[src/rtl/pipe_pkg.sv]
// ============================================================================
// Module   : pipe_pkg
// Purpose  : Shared state encoding, W-vector control bit map and default widths
// Revision : 1.0
// ============================================================================
`default_nettype none

package pipe_pkg;

  typedef enum logic [1:0] {
    EMPTY = 2'd0,
    ONE   = 2'd1,
    TWO   = 2'd2
  } state_e;

  localparam int CTRL_REGWRITE = 0;
  localparam int CTRL_MEMTOREG = 1;
  localparam int CTRL_SHIFT    = 2;
  localparam int CTRL_MFHI     = 3;
  localparam int CTRL_MFLO     = 4;
  localparam int CTRL_HILO_WE  = 5;

  localparam int DEF_DATA_W = 64;
  localparam int DEF_CTRL_W = 8;
  localparam int DEF_DEST_W = 5;

endpackage

`default_nettype wire

[src/rtl/pipe_sat_cnt.sv]
// ============================================================================
// Module   : pipe_sat_cnt
// Purpose  : 32-bit event counter that sticks at all-ones
// Revision : 1.0
// ============================================================================
`default_nettype none

module pipe_sat_cnt (
  input  logic        clk,
  input  logic        rst,
  input  logic        inc,
  output logic [31:0] cnt
);

  logic [31:0] cnt_q;
  logic [31:0] cnt_d;

  always_comb begin
    cnt_d = cnt_q;
    if (inc && (cnt_q != 32'hFFFF_FFFF)) begin
      cnt_d = cnt_q + 32'd1;
    end
  end

  always_ff @(posedge clk) begin
    if (rst) begin
      cnt_q <= '0;
    end else begin
      cnt_q <= cnt_d;
    end
  end

  assign cnt = cnt_q;

endmodule

`default_nettype wire

[src/rtl/pipe_stage_skid.sv]
// ============================================================================
// Module   : pipe_stage_skid
// Purpose  : Valid/ready stage register with 2-entry skid, flush and ctrl gating
//            Optional perf counters under PIPE_STAGE_PERF_EN
// Revision : 1.0
// ============================================================================
`default_nettype none

module pipe_stage_skid
  import pipe_pkg::*;
#(
  parameter int DATA_W            = DEF_DATA_W,
  parameter int CTRL_W            = DEF_CTRL_W,
  parameter int DEST_W            = DEF_DEST_W,
  parameter int CLR_DATA_ON_FLUSH = 0
) (
  input  logic              clk,
  input  logic              rst,
  input  logic              flush,
  input  logic              in_valid,
  output logic              in_ready,
  input  logic [CTRL_W-1:0] in_ctrl,
  input  logic [DATA_W-1:0] in_data,
  input  logic [DEST_W-1:0] in_dest,
  output logic              out_valid,
  input  logic              out_ready,
  output logic [CTRL_W-1:0] out_ctrl,
  output logic [DATA_W-1:0] out_data,
  output logic [DEST_W-1:0] out_dest
`ifdef PIPE_STAGE_PERF_EN
  ,
  output logic [31:0]       stall_cnt,
  output logic [31:0]       bubble_cnt
`endif
);

  state_e            state_q, state_d;
  logic [CTRL_W-1:0] m_ctrl_q, m_ctrl_d, s_ctrl_q, s_ctrl_d;
  logic [DATA_W-1:0] m_data_q, m_data_d, s_data_q, s_data_d;
  logic [DEST_W-1:0] m_dest_q, m_dest_d, s_dest_q, s_dest_d;
  logic              acc;
  logic              drn;

  // in_ready depends on state alone so upstream never sees a combinational loop
  assign in_ready  = (state_q != TWO);
  assign out_valid = (state_q != EMPTY);
  assign acc       = in_valid & in_ready;
  assign drn       = out_valid & out_ready;

  always_comb begin
    state_d  = state_q;
    m_ctrl_d = m_ctrl_q;
    m_data_d = m_data_q;
    m_dest_d = m_dest_q;
    s_ctrl_d = s_ctrl_q;
    s_data_d = s_data_q;
    s_dest_d = s_dest_q;
    if (flush) begin
      state_d  = EMPTY;
      m_ctrl_d = '0;
      s_ctrl_d = '0;
      if (CLR_DATA_ON_FLUSH != 0) begin
        m_data_d = '0;
        m_dest_d = '0;
        s_data_d = '0;
        s_dest_d = '0;
      end
    end else begin
      case (state_q)
        EMPTY: begin
          if (acc) begin
            m_ctrl_d = in_ctrl;
            m_data_d = in_data;
            m_dest_d = in_dest;
            state_d  = ONE;
          end
        end
        ONE: begin
          if (acc && drn) begin
            m_ctrl_d = in_ctrl;
            m_data_d = in_data;
            m_dest_d = in_dest;
          end else if (acc) begin
            s_ctrl_d = in_ctrl;
            s_data_d = in_data;
            s_dest_d = in_dest;
            state_d  = TWO;
          end else if (drn) begin
            state_d = EMPTY;
          end
        end
        TWO: begin
          if (drn) begin
            m_ctrl_d = s_ctrl_q;
            m_data_d = s_data_q;
            m_dest_d = s_dest_q;
            state_d  = ONE;
          end
        end
        default: state_d = EMPTY;
      endcase
    end
  end

  always_ff @(posedge clk) begin
    if (rst) begin
      state_q  <= EMPTY;
      m_ctrl_q <= '0;
      m_data_q <= '0;
      m_dest_q <= '0;
      s_ctrl_q <= '0;
      s_data_q <= '0;
      s_dest_q <= '0;
    end else begin
      state_q  <= state_d;
      m_ctrl_q <= m_ctrl_d;
      m_data_q <= m_data_d;
      m_dest_q <= m_dest_d;
      s_ctrl_q <= s_ctrl_d;
      s_data_q <= s_data_d;
      s_dest_q <= s_dest_d;
    end
  end

  // Gating keeps a bubble from ever asserting RegWrite or any other control bit
  assign out_ctrl = m_ctrl_q & {CTRL_W{out_valid}};
  assign out_data = m_data_q;
  assign out_dest = m_dest_q;

`ifdef PIPE_STAGE_PERF_EN
  pipe_sat_cnt u_stall_cnt (
    .clk (clk),
    .rst (rst),
    .inc (out_valid & ~out_ready),
    .cnt (stall_cnt)
  );

  pipe_sat_cnt u_bubble_cnt (
    .clk (clk),
    .rst (rst),
    .inc (~out_valid),
    .cnt (bubble_cnt)
  );
`endif

endmodule

`default_nettype wire

[config.mk]
export PLATFORM = sky130hd
export DESIGN_NAME = pipe_stage_skid
export DESIGN_NICKNAME = d
export VERILOG_FILES = /design/src/rtl/pipe_pkg.sv /design/src/rtl/pipe_sat_cnt.sv /design/src/rtl/pipe_stage_skid.sv
export SDC_FILE = /design/constraint.sdc
export NUM_CORES = 1
export LEC_CHECK = 0
export ABC_AREA = 0
export CORE_MARGIN = 2
export CORE_UTILIZATION = 53
export DETAILED_ROUTE_END_ITERATION = 16
export PLACE_DENSITY = 0.85
export SLEW_MARGIN = 20
export SYNTH_ARGS = -nofsm -noshare
export SYNTH_HDL_FRONTEND = slang
export SYNTH_SLANG_ARGS = --single-unit
[constraint.sdc]
create_clock -name clk -period 2.66 [get_ports clk]
set_clock_uncertainty 0.1 [all_clocks]
set_input_delay 0.665 -clock clk [delete_from_list [all_inputs] [get_ports clk]]
set_output_delay 0.665 -clock clk [all_outputs]
set_load 0.005 [all_outputs]
==> qor_table.md <==
| Stage | Parameter | Reported |
|:---|:---|:---|
| min path | Hold Crit Class | reg -> reg |
| flow run | Number of max-cap violations | 0 |
| routing | Antenna viol nets, final | 0 |
| die | Count of pins on the block boundary | 161 |
| die | Height of the die | 114 um |
| worst setup path | Element type at the critical path end | output port |
| die | Core region area | 11,900 um^2 |
| clock network | CTS-repair resized insts | 0 |
| clock network | Root cell of the clock tree | sky130_fd_sc_hd__clkbuf_16 |
| power and ir drop | Leakage power total | 3.48 nW |
| sta | Final worst path period share | 95.0% |
| sta | Slack of the critical path | 0.132 ns |
| grt | Global-route wire length before repair | 26,900 um |
| routing | Initial detailed-routing violation count | 487 |
| routing | First-pass detailed-route iteration total | 4 |
| worst setup path | Setup Crit Path Kind | reg -> out |
| clock network | CTS Buffer Depth | 2 |
| clock network | Register clock-pin slew on the reported worst setup and hold paths | 0.06 ns |
| logic synthesis | Register bit total from synthesis | 156 |
| routing | Wire length per cell after detailed routing | 16.6 um |
| worst setup path | Largest fanout on the critical path | 9 |
| worst setup path | Highest cell delay on the worst timing path | 0.52 ns |
| worst setup path | Required time of the critical path | 1.89 ns |
| layout | Fraction of final layout cells with drive strength greater than 1 | 6.55% |
| die | Die ar. | 13,000 um^2 |
| sta | Min Clock Period, post-route | 2.53 ns |
| place | Worst slack at placement | 0.136 ns |
| logic synthesis | Fraction of post-synthesis cell area in the top cell type by area | 48.9% |
| logic synthesis | Synthesized netlist net count | 801 |
| logic synthesis | Fraction of the yosys area taken by sequential cells | 48.9% |
| layout | # nets final | 924 |
| grt | GRT Residual Overflow | 0 |
| die | Initial cell density of the core | 53.7% |
| worst setup path | Worst Path Arrival | 1.76 ns |
| sta | Worst-Margin Slew | 0.646 ns |
| logic synthesis | Average cell area after synthesis | 8.89 um^2 |
| layout | Antenna diode instance count | 0 |
| worst setup path | Crit-path leading delay family | buffers and inverters |
| grt | Aggregate global-route resource usage | 25.7% |
| logic synthesis | Netlist Area Pre-Place | 6390 um^2 |
| clock network | Later-pin clock latency in the skew report | 0.41 ns |
| routing | Detailed-route DRC error count | 0 |
| worst setup path | Ordered list of cells on the worst path | nor2_1, buf_4, nor2b_1, clkdlybuf4s50_1 |
| layout | Layout Cells excl Fill | 1,002 |
| sta | Max-slew headroom at the worst pin | 56.9% |
| outcome | Result of the run | completed |
| layout | Commonest non-fill, non-tap cells in the layout | sky130_fd_sc_hd__clkdlybuf4s50_1, sky130_fd_sc_hd__dfxtp_1, sky130_fd_sc_hd__nand2_1 |
| clock network | Total CTS buffers | 17 |
| place | Port Buffer Count | 160 |
| grt | Pin count of the biggest net entering global routing | 79 |
| routing | DR vias | 5,827 |
| grt | Via count of the first global-routing pass | 5,697 |
| clock network | Number of sinks handled by clock tree synthesis | 156 |
| die | Width of the chip | 114 um |
| worst setup path | Cell with the biggest individual delay on the critical path | sky130_fd_sc_hd__clkdlybuf4s50_1 |
| logic synthesis | Yosys cell types | 23 |
| sta | Setup repair after global routing missed its margin | false |
| worst setup path | Category of the worst setup path launch point | register |
| die | Number of rows created at floorplan | 40 |
| logic synthesis | Yosys warns | 0 |
| clock network | TritonCTS clock tree | done |
| sta | Final setup TNS | 0 ns |
| grt | Number of antenna violations at the first check in global routing | 0 |
| place | Number of cells in the design after placement | 970 |
| power and ir drop | Power density over the cells | 645 nW/um^2 |
| routing | Post-detailed-route via-to-cell ratio | 5.82 |
| layout | Leading cell type in the layout, fill and taps excluded | sky130_fd_sc_hd__clkdlybuf4s50_1 |
| logic synthesis | Gate count after technology mapping | 719 |
| worst setup path | CP Buf/Inv Count | 2 |
| place | Placed wire-length estimate | 10,600 um |
| routing | Wire length after detailed routing | 16,600 um |
| sta | Fmax achieved | 396 MHz |
| logic synthesis | Area contributors post-synth | sky130_fd_sc_hd__dfxtp_1, sky130_fd_sc_hd__mux2i_1, sky130_fd_sc_hd__a21oi_1, sky130_fd_sc_hd__a311oi_1, sky130_fd_sc_hd__nand2_1 |
| sta | Count of pins over their slew limit | 0 |
| logic synthesis | Most area-hungry cell type in the Yosys netlist | sky130_fd_sc_hd__dfxtp_1 |
| sta | Setup-failing EPs final | 0 |
| layout | Area delta synth->final | 37.0% |
| clock network | Number of buffers inserted for hold repair after clock tree synthesis | 0 |
| clock network | Number of H-tree branching levels | 4 |
| sta | Hold Vio Cnt, Final | 0 |
| power and ir drop | Worst voltage drop across the vdd grid | 323 uV |
| clock network | Post-CTS setup buffer count | 0 |
| place | Placer Congestion | 0.763 |
flip-flops by register name (all words and copies together), names as in the netlist:
signal,count
m_ctrl_q,8
s_data_q,64
s_ctrl_q,8
out_data,64
s_dest_q,5
out_dest,5
state_q,2
area by class of cell:
type | instances | area (um^2)
Clock buffer | 22 | 484
Clock inverter | 10 | 138
Fill cell | 899 | 3160
Inverter | 2 | 10.0
Multi-Input combinational cell | 488 | 2960
Sequential cell | 156 | 3120
Tap cell | 147 | 184
Timing Repair Buffer | 177 | 1850
worst register-to-register path, delay by kind of cell, from the launching register on:
family          cells  cell delay, ns
buf+inv             1            0.45
flops               1            0.44
compound gates      1            0.32
mux                 1            0.24
simple gates        1            0.19
per-stage QoR:
step           utilization (%)  cell area (um^2)  hold WS (ns)  power [W]
3_5_place_dp              68.3              8130         0.346    0.00319
5_1_grt                   73.5              8760         0.371    0.00587
6_report                  73.5              8760         0.351    0.00565
2_1_floorplan                -              6390         0.336    0.00281
4_1_cts                   73.5              8750         0.354    0.00568
3_3_place_gp              68.3              8130         0.341    0.00316
routing by layer:
metal	vias to the layer above	GRT usage (%)	part of all wire, %
met5	-	0	0
met1	2767	29.9	41
met3	43	6.80	5.0
met2	196	43.8	51
li1	2821	-	-
met4	0	12.8	3.3
cells by family after synthesis:
kind of cell	count (synthesis)	synth area share, %
flops	156	48.9
simple gates	184	11.6
buf+inv	75	5.11
mux	78	12.2
compound gates	226	22.2
final timing paths:
path	from	to	slack (ns)	cells after the start
min	s_data_q[1]	s_data_q[1]	0.35	2
max	state_q[0]	out_ctrl[2]	0.13	4
max reg2reg	state_q[0]	out_data[54]	0.81	4
min reg2reg	s_data_q[1]	s_data_q[1]	0.35	2
cells in the mapped netlist:
library cell and count:
sky130_fd_sc_hd__buf_4 1, sky130_fd_sc_hd__nand4bb_1 1, sky130_fd_sc_hd__nand2b_1 2, sky130_fd_sc_hd__a211oi_1 8, sky130_fd_sc_hd__buf_2 27, sky130_fd_sc_hd__dfxtp_1 156, sky130_fd_sc_hd__o21ai_2 1, sky130_fd_sc_hd__nor2_2 1
sky130_fd_sc_hd__nor2_1 13, sky130_fd_sc_hd__inv_1 2, sky130_fd_sc_hd__buf_1 1, sky130_fd_sc_hd__mux2i_1 78, sky130_fd_sc_hd__nor4bb_1 1, sky130_fd_sc_hd__nor2b_1 9, sky130_fd_sc_hd__o22a_1 1, sky130_fd_sc_hd__or2_2 1
sky130_fd_sc_hd__a21boi_0 1, sky130_fd_sc_hd__buf_6 1, sky130_fd_sc_hd__clkbuf_1 43, sky130_fd_sc_hd__a21oi_1 146, sky130_fd_sc_hd__a311oi_1 69, sky130_fd_sc_hd__nand3b_1 1, sky130_fd_sc_hd__nand2_1 155
power breakdown:
part / switching [W] / internal [W]
sequential: 0.0000540 / 0.00243
clock: 0.000930 / 0.00157
combinational: 0.000300 / 0.000363
total: 0.00128 / 0.00437
Power figures use the tool's default switching activity.
